$ cat config.mk
export PLATFORM = sky130hd
export DESIGN_NAME = seq_fetch_ctrl
export DESIGN_NICKNAME = d
export VERILOG_FILES = /design/src/rtl/seq_fetch_ctrl_pkg.sv /design/src/rtl/seq_fetch_ctrl_prog_ram.sv /design/src/rtl/seq_fetch_ctrl.sv
export SDC_FILE = /design/constraint.sdc
export NUM_CORES = 2
export LEC_CHECK = 0
export ABC_AREA = 1
export CORE_UTILIZATION = 41
export CTS_CLUSTER_DIAMETER = 30
export DETAILED_ROUTE_END_ITERATION = 10
export SETUP_SLACK_MARGIN = 0.3
export SYNTH_ARGS = -nofsm -noshare
export SYNTH_HDL_FRONTEND = slang
export SYNTH_SLANG_ARGS = --single-unit
$ cat constraint.sdc
create_clock -name clock -period 6.13 [get_ports clock]
set_clock_uncertainty 0.1 [all_clocks]
set_input_delay 0.613 -clock clock [delete_from_list [all_inputs] [get_ports clock]]
set_output_delay 0.613 -clock clock [all_outputs]
set_load 0.01 [all_outputs]
$ cat src/rtl/seq_fetch_ctrl_pkg.sv
// Shared types and constants for the Seq program store and fetch controller.
package seq_fetch_ctrl_pkg;

    localparam int SFC_AW = 8;
    localparam int SFC_IW = 12;
    localparam int SFC_CW = 16;

    localparam logic [3:0] SFC_OPC_LIMIT = 4'hA;

    typedef enum logic [2:0] {
        SFC_State_Idle,
        SFC_State_Fetch,
        SFC_State_Issue,
        SFC_State_Halted,
        SFC_State_Error
    } sfc_state_e;

    function automatic logic opc_undef(input logic [3:0] opc);
        return opc > SFC_OPC_LIMIT;
    endfunction

endpackage

$ cat src/rtl/seq_fetch_ctrl_prog_ram.sv
// Single-port program RAM: synchronous write, registered read.
module seq_prog_ram #(
    parameter int AW = 8,
    parameter int IW = 12
) (
    input  logic          clock,
    input  logic [AW-1:0] addr,
    input  logic [IW-1:0] wdata,
    input  logic          wen,
    output logic [IW-1:0] rdata
);

    logic [IW-1:0] mem [2**AW];

    always_ff @(posedge clock) begin
        if (wen)
            mem[addr] <= wdata;
        rdata <= mem[addr];
    end

endmodule

$ cat src/rtl/seq_fetch_ctrl.sv
// Fetch/issue controller for Seq: run, halt, step, breakpoint, retired count.
module seq_fetch_ctrl
    import seq_fetch_ctrl_pkg::*;
#(
    parameter int AW = SFC_AW,
    parameter int IW = SFC_IW,
    parameter int CW = SFC_CW
) (
    input  logic          clock,
    input  logic          reset,
    input  logic [AW-1:0] seq_next,
    output logic [IW-1:0] inst,
    output logic          inst_en,
    input  logic [AW-1:0] prog_addr,
    input  logic [IW-1:0] prog_data,
    input  logic          prog_wen,
    input  logic          cmd_run,
    input  logic          cmd_halt,
    input  logic          cmd_step,
    input  logic [AW-1:0] bp_addr,
    input  logic          bp_en,
    output logic          halted,
    output logic          error,
    output logic          wr_reject,
    output logic [CW-1:0] icount
);

    sfc_state_e    state, state_nx;
    logic          skip_bp, skip_bp_nx;
    logic          step, step_nx;
    logic [IW-1:0] rdata, inst_q;
    logic [AW-1:0] ram_addr;
    logic          host_side, ram_wen, bp_hit, bad_opc, issue;

    // Host owns the RAM port only while the controller is parked.
    assign host_side = (state == SFC_State_Idle) || (state == SFC_State_Halted);
    assign ram_wen   = host_side && prog_wen;
    assign ram_addr  = host_side ? prog_addr : seq_next;

    assign bp_hit  = bp_en && (seq_next == bp_addr) && !skip_bp;
    assign bad_opc = opc_undef(rdata[IW-1 -: 4]);
    assign issue   = (state == SFC_State_Issue) && !bad_opc;

    assign inst_en = issue;
    assign inst    = issue ? rdata : inst_q;
    assign halted  = host_side;
    assign error   = (state == SFC_State_Error);

    seq_prog_ram #(.AW(AW), .IW(IW)) u_ram (
        .clock (clock),
        .addr  (ram_addr),
        .wdata (prog_data),
        .wen   (ram_wen),
        .rdata (rdata)
    );

    always_comb begin
        state_nx   = state;
        skip_bp_nx = skip_bp;
        step_nx    = step;
        unique case (state)
            SFC_State_Idle, SFC_State_Halted: begin
                if (cmd_halt) begin
                    state_nx = state;
                end else if (cmd_step) begin
                    state_nx   = SFC_State_Fetch;
                    skip_bp_nx = 1'b1;
                    step_nx    = 1'b1;
                end else if (cmd_run) begin
                    state_nx   = SFC_State_Fetch;
                    skip_bp_nx = 1'b1;
                    step_nx    = 1'b0;
                end
            end
            SFC_State_Fetch: begin
                if (cmd_halt || bp_hit) begin
                    state_nx = SFC_State_Halted;
                    step_nx  = 1'b0;
                end else begin
                    state_nx = SFC_State_Issue;
                end
            end
            SFC_State_Issue: begin
                if (bad_opc) begin
                    state_nx = SFC_State_Error;
                end else begin
                    skip_bp_nx = 1'b0;
                    // A halt seen here lets this issue retire first.
                    if (step || cmd_halt) begin
                        state_nx = SFC_State_Halted;
                        step_nx  = 1'b0;
                    end else begin
                        state_nx = SFC_State_Fetch;
                    end
                end
            end
            SFC_State_Error: begin
                state_nx = SFC_State_Error;
            end
            default: begin
                state_nx = SFC_State_Idle;
            end
        endcase
    end

    always_ff @(posedge clock or negedge reset) begin
        if (!reset) begin
            state     <= SFC_State_Idle;
            skip_bp   <= 1'b0;
            step      <= 1'b0;
            inst_q    <= '0;
            icount    <= '0;
            wr_reject <= 1'b0;
        end else begin
            state     <= state_nx;
            skip_bp   <= skip_bp_nx;
            step      <= step_nx;
            wr_reject <= prog_wen && !host_side;
            if (issue) begin
                inst_q <= rdata;
                if (icount != '1)
                    icount <= icount + 1'b1;
            end
        end
    end

endmodule

# Yosys cells after proc, flatten, opt, wreduce, memory -nomap -nowiden

Memories as Yosys holds them, arrays and structs flattened. A register that Yosys moved wholly into a read port is not among the register bits.
Cells that the tools add are included.

Memories kept: 1
Output and inout port bits: 32
Register bits: 34
Logic and storage cells: 62
Bits in writable memories: 3072
Bits of input ports: 43

Memory list:

| memory    | words | bits a word | read ports | clocked after Yosys merged registers in | write ports | line                          | text |
|---|---|---|---|---|---|---|---|
| u_ram.mem | 256   | 12          | 1          | 1                                       | 1           | seq_fetch_ctrl_prog_ram.sv:13 | `logic [IW-1:0] mem [2**AW];` |

Equal/unequal tests: 11
Order comparisons: 1
Reductions and logical operators: 19
Add/sub/neg operators: 1
Mux-type cells: 23

Operators with widths:

| kind                    | count |
|---|---|
| $add A16 B1 Y16 const B | 1 |
| $ne A16 B16 Y1 const B  | 1 |
| $mux W1                 | 13 |
| $mux W12                | 1 |
| $mux W3                 | 4 |
| $pmux W3 S4             | 1 |
| $eq A8 B8 Y1            | 1 |
| $mux W8                 | 1 |
| $eq A3 B2 Y1 const B    | 2 |
| $ne A2 B2 Y1 const B    | 3 |
| $reduce_and A6 Y1       | 1 |
| $logic_and A1 B1 Y1     | 5 |
| $gt A4 B4 Y1 const B    | 1 |
| $reduce_and A2 Y1       | 2 |
| $reduce_and A4 Y1       | 1 |
| $eq A3 B1 Y1 const B    | 1 |
| $eq A3 B3 Y1 const B    | 1 |
| $logic_not A1 Y1        | 3 |
| $logic_not A3 Y1        | 1 |
| $logic_or A1 B1 Y1      | 3 |
| $ne A3 B3 Y1 const B    | 1 |
| $pmux W1 S3             | 1 |
| $reduce_bool A3 Y1      | 1 |
| $mux W2                 | 1 |
| 4 further kinds         | 4 |

# Logic depth before layout (Yosys ltp)

Word-level depth: 6
Mapped depth: 20

# Hierarchy

A second synthesis with hierarchy kept.

Cells, all modules: 12088
Area, all modules: 128320.6 µm²

Modules (own cells, without submodules):

| module         | instances | cells each | area an instance (µm²) |
|---|---|---|---|
| seq_prog_ram   | 1         | 11843      | 126438.8 |
| seq_fetch_ctrl | 1         | 245        | 1881.8 |

# Worst setup path before layout

No wires, ideal clock.

Kind: input-to-reg
From: input seq_next[0]
To: memory u_ram.mem[177][0], enable pin
Setup slack: 3.010 ns
Arrival: 2.624 ns
Stages: 9
Data required time: 5.634 ns
Path through: inv_1 nand3_1 nand2_1 buf_2 buf_2 buf_2 nor3_2 nand3_1 nor3_1

Word-level cells in the longest chain between the ends: 1

Ends and longest elaborated chain:

| what            | line                          | text |
|---|---|---|
| start, declared | seq_fetch_ctrl.sv:11          | `input logic [AW-1:0] seq_next,` |
| $mux W8         | seq_fetch_ctrl.sv:38          | `assign ram_addr = host_side ? prog_addr : seq_next;` |
| end, declared   | seq_fetch_ctrl_prog_ram.sv:13 |  |

No other way between the ends.

# Worst setup path in the final report

From: register state[2]
To: register u_ram.rdata[10], read port of u_ram.mem

Word-level cells in the longest chain between the ends: 3
Elaborated cells between the ends (all ways): 4

Ends and longest elaborated chain:

| what                                                    | line                          | text |
|---|---|---|
| start, declared                                         | seq_fetch_ctrl.sv:28          | `sfc_state_e state, state_nx;` |
| start signal, assigned                                  | seq_fetch_ctrl.sv:108         | `state <= SFC_State_Idle;` |
| start signal, assigned                                  | seq_fetch_ctrl.sv:115         | `state <= state_nx;` |
| $eq A3 B2 Y1 / $logic_not A3 Y1 (equally long branches) | seq_fetch_ctrl.sv:36          | `assign host_side = (state == SFC_State_Idle) \|\| (state == SFC_State_Halted);` |
| $logic_or A1 B1 Y1 *                                    | seq_fetch_ctrl.sv:36          |  |
| $mux W8 *                                               | seq_fetch_ctrl.sv:38          |  |
| end, declared                                           | seq_fetch_ctrl_prog_ram.sv:10 | `output logic [IW-1:0] rdata` |

Every way passes the cells marked *; elsewhere a longest branch is shown, timed or not.
A chain may end at the register's enable or synchronous reset.

==> qor.txt <==
status: finished with violations
failing checks: design-rule violations
via count: 91600
vias in the first global route: 87800
RSZ-0062 raised after global routing: no
placed cell count: 16700
Least-Margin Pin Slew: 1.24 ns
nature of the critical path endpoint: flop
final wirelength: 386000 um
H-Tree Depth: 6
Vias/cell: 5.14
clk sinks: 3118
total CTS buffers: 618
critical path's slowest cell: o21ai_0
static leakage: 65.6 nW
endpoints failing setup: 0
Final Instance Area: 0.160 mm2
Multi-input gate area: 0.0345 mm2
sequential-to-total area share from yosys stat: 71.3%
Max transition margin: 17.3%
Tot GR Track Use: 23.6%
Setup crit start kind: flop
setup TNS: 0 ns
cell family with most CP delay: simple AND/OR/NAND/NOR gates
yosys warns: 0
Power Total: 85.7 mW
CP Buf/Inv Count: 4
async set or reset register ratio after synthesis: 1.09%
GPL Wtd Cong: 0.866
DRC viols: 4
DP Area: 0.138 mm2
ys flop type: edfxtp_1
Slew Limit Fails: 0
R2R depth: 18
Seq cells post-synth: 3118
part of the cycle the worst path needs: 83.9%
Area growth, synth to finish: 21.9%
clock period minus worst slack: 5.14 ns
count of final hold-check violations: 0
IO Pins: 75
Post-synth EDFFs: 3072
TritonCTS clock tree: yes
Starting Density: 41.2%
post-synthesis net count: 12700
Worst Hold Depth: 1
maximum fanout along the worst path: 31
FMAX: 195 MHz
Post-Synthesis Cells: 12700
First DRT Iteration DRCs: 9899
post-layout util: 50.2%
First-pass DRT Iterations: 9
Filler Cells Inserted: 27700
fin nets: 13200
Seq. cell area: 0.0933 mm2
number of max-cap violations: 0
grt ovf: 0
Syn Std Cell Area: 0.131 mm2
layout cells sized above 1: 10.8%
die outline height: 567 um
largest net degree at the start of global routing: 155
initial antenna violation count: 9
core area: 0.318 mm2
die width: 567 um
post-CTS sizing: 0
Setup CP Type: reg -> reg
CP required: 6.90 ns
Max rail drop VDD: 0.505 mV
Clock Pin Slew Worst Setup and Hold Paths: 0.05 ns
drt wl/cell: 21.6 um
die footprint: 0.322 mm2
pwr/cell area: 537 mW/mm2
DRT antenna net count: 0
HP Class: in -> reg
clk_lat worst skew: 1.03 ns
Max stage delay on crit path: 0.58 ns
dpl hpwl: 215000 um
clock tree buffer depth: 4
Netlist cell types: 33
# rows: 207
average instance area after synthesis: 10.3 um2
buffers added on ports: 74
clk root buf: clkbuf_16
Non-Filler Instances: 17800
first-pass GRT wire length: 571000 um
Crit. path cell count: 18
arrival time worst endpoint: 5.91 ns
Cell Chain, Critical Path: inv_2 -> nand3_1 -> nand2_2 -> nand2_4 -> nand2_4 -> buf_12 -> buf_4 -> buf_4 -> nand3_1 -> nand3_1 -> nand2_1 -> nand2_1 -> o21ai_0 -> nand2_1 -> nor2_1 -> nor2_1 -> nor2_1 -> nand2_1
most frequent CP cell: nand2_1
cell families after synthesis:
logic type	Yosys count	share of synthesized area [%]
DFF	3118	71.3
AOI/OAI and AO/OA	210	0.823
xor gates and xnor gates	22	0.147
buffers and inverters	730	2.44
adders and majority gates	1	0.00956
and+or+nand+nor	8614	25.3
worst paths after layout:
path | slack [ns] | to | startpoint
worst max-delay path | 0.99 | u_ram.rdata[10] | state[2]
worst min-delay path | 0.03 | u_ram.mem[39][3] | prog_data[3]
worst max register to register | 0.99 | u_ram.rdata[10] | state[2]
worst min register to register | 0.37 | inst_q[8] | inst_q[8]
max in group asynchronous | 5.18 | state[0] | reset
min in group asynchronous | 0.15 | wr_reject | reset
power breakdown:
part	switching [mW]	total, mW	internal (mW)
Combinational	21.0	27.8	6.82
Sequential	0.141	23.9	23.8
Clock	11.6	34.0	22.4
sequential cells by signal, summed over array words and instances, names as in the netlist:
signal	flops
step	1
icount	16
u_ram.mem	3072
state	3
skip_bp	1
inst_q	12
u_ram.rdata	12
wr_reject	1
per-layer routing:
layer / GRT usage [%] / vias to the layer above / wire length (um)
met2: 37.2 / 3743 / 179000
met3: 4.31 / 661 / 31300
met4: 8.92 / 2 / 13400
met1: 32.4 / 44400 / 162000
li1: - / 42800 / -
met5: 0 / - / 7
area by class of cell:
cell class | instances | share of cell area [%]
clock inverter | 437 | 3.43
tap | 4180 | 3.28
inverter | 34 | 0.0847
antenna | 7 | 0.0110
timing repair buffer | 525 | 3.08
sequential | 3118 | 58.5
multi-input combinational | 8847 | 21.6
clock buffer | 697 | 9.99
repair_timing:
action / 4_1_cts / 5_1_grt
setup buffers: 0 / 0
hold endpoints to repair: 217 / 0
hold buffers: 8 / 0
cell usage in the layout (no fill, tap or decap), drive strengths merged:
cell and instances:
a21oi 3, buf 456, bufinv 84, clkbuf 697, clkdlybuf4s50 61, clkinv 260, clkinvlp 57, dfrtp 34
dfxtp 12, diode 7, dlygate4sd3 8, edfxtp 3072, ha 1, inv 70, nand2 7680, nand3 503
nand4 3, nor2 405, nor3 13, nor4 4, o211ai 2, o21ai 204, o21bai 1, or2 6
xnor2 5, xor2 17
through the flow:
stage          setup WS [ns]  hold slack [ns]
5_1_grt                0.734           0.0425
3_3_place_gp           0.993            0.350
6_report               0.990           0.0349
2_1_floorplan           3.01            0.217
3_5_place_dp           0.984            0.359
4_1_cts                0.986          0.00110
synth_stat cells, types with 3 or more instances:
cell	count	share of area [%]
o21ai_1	64	0.24
nor2_2	5	0.024
nand2_2	6	0.029
buf_4	4	0.023
nor2_1	398	1.1
nand2_1	7674	22
clkbuf_1	304	0.87
nor4_1	4	0.019
nand4_1	3	0.014
or2_1	4	0.019
xnor2_1	5	0.033
o21ai_0	138	0.53
dfrtp_1	34	0.65
buf_1	50	0.14
nor3_1	9	0.034
buf_2	336	1.3
inv_1	27	0.077
inv_2	7	0.020
nand3_1	503	1.9
edfxtp_1	3072	70
xor2_1	17	0.11
nor3_2	4	0.031
dfxtp_1	12	0.18
Power figures use the tool's default switching activity.
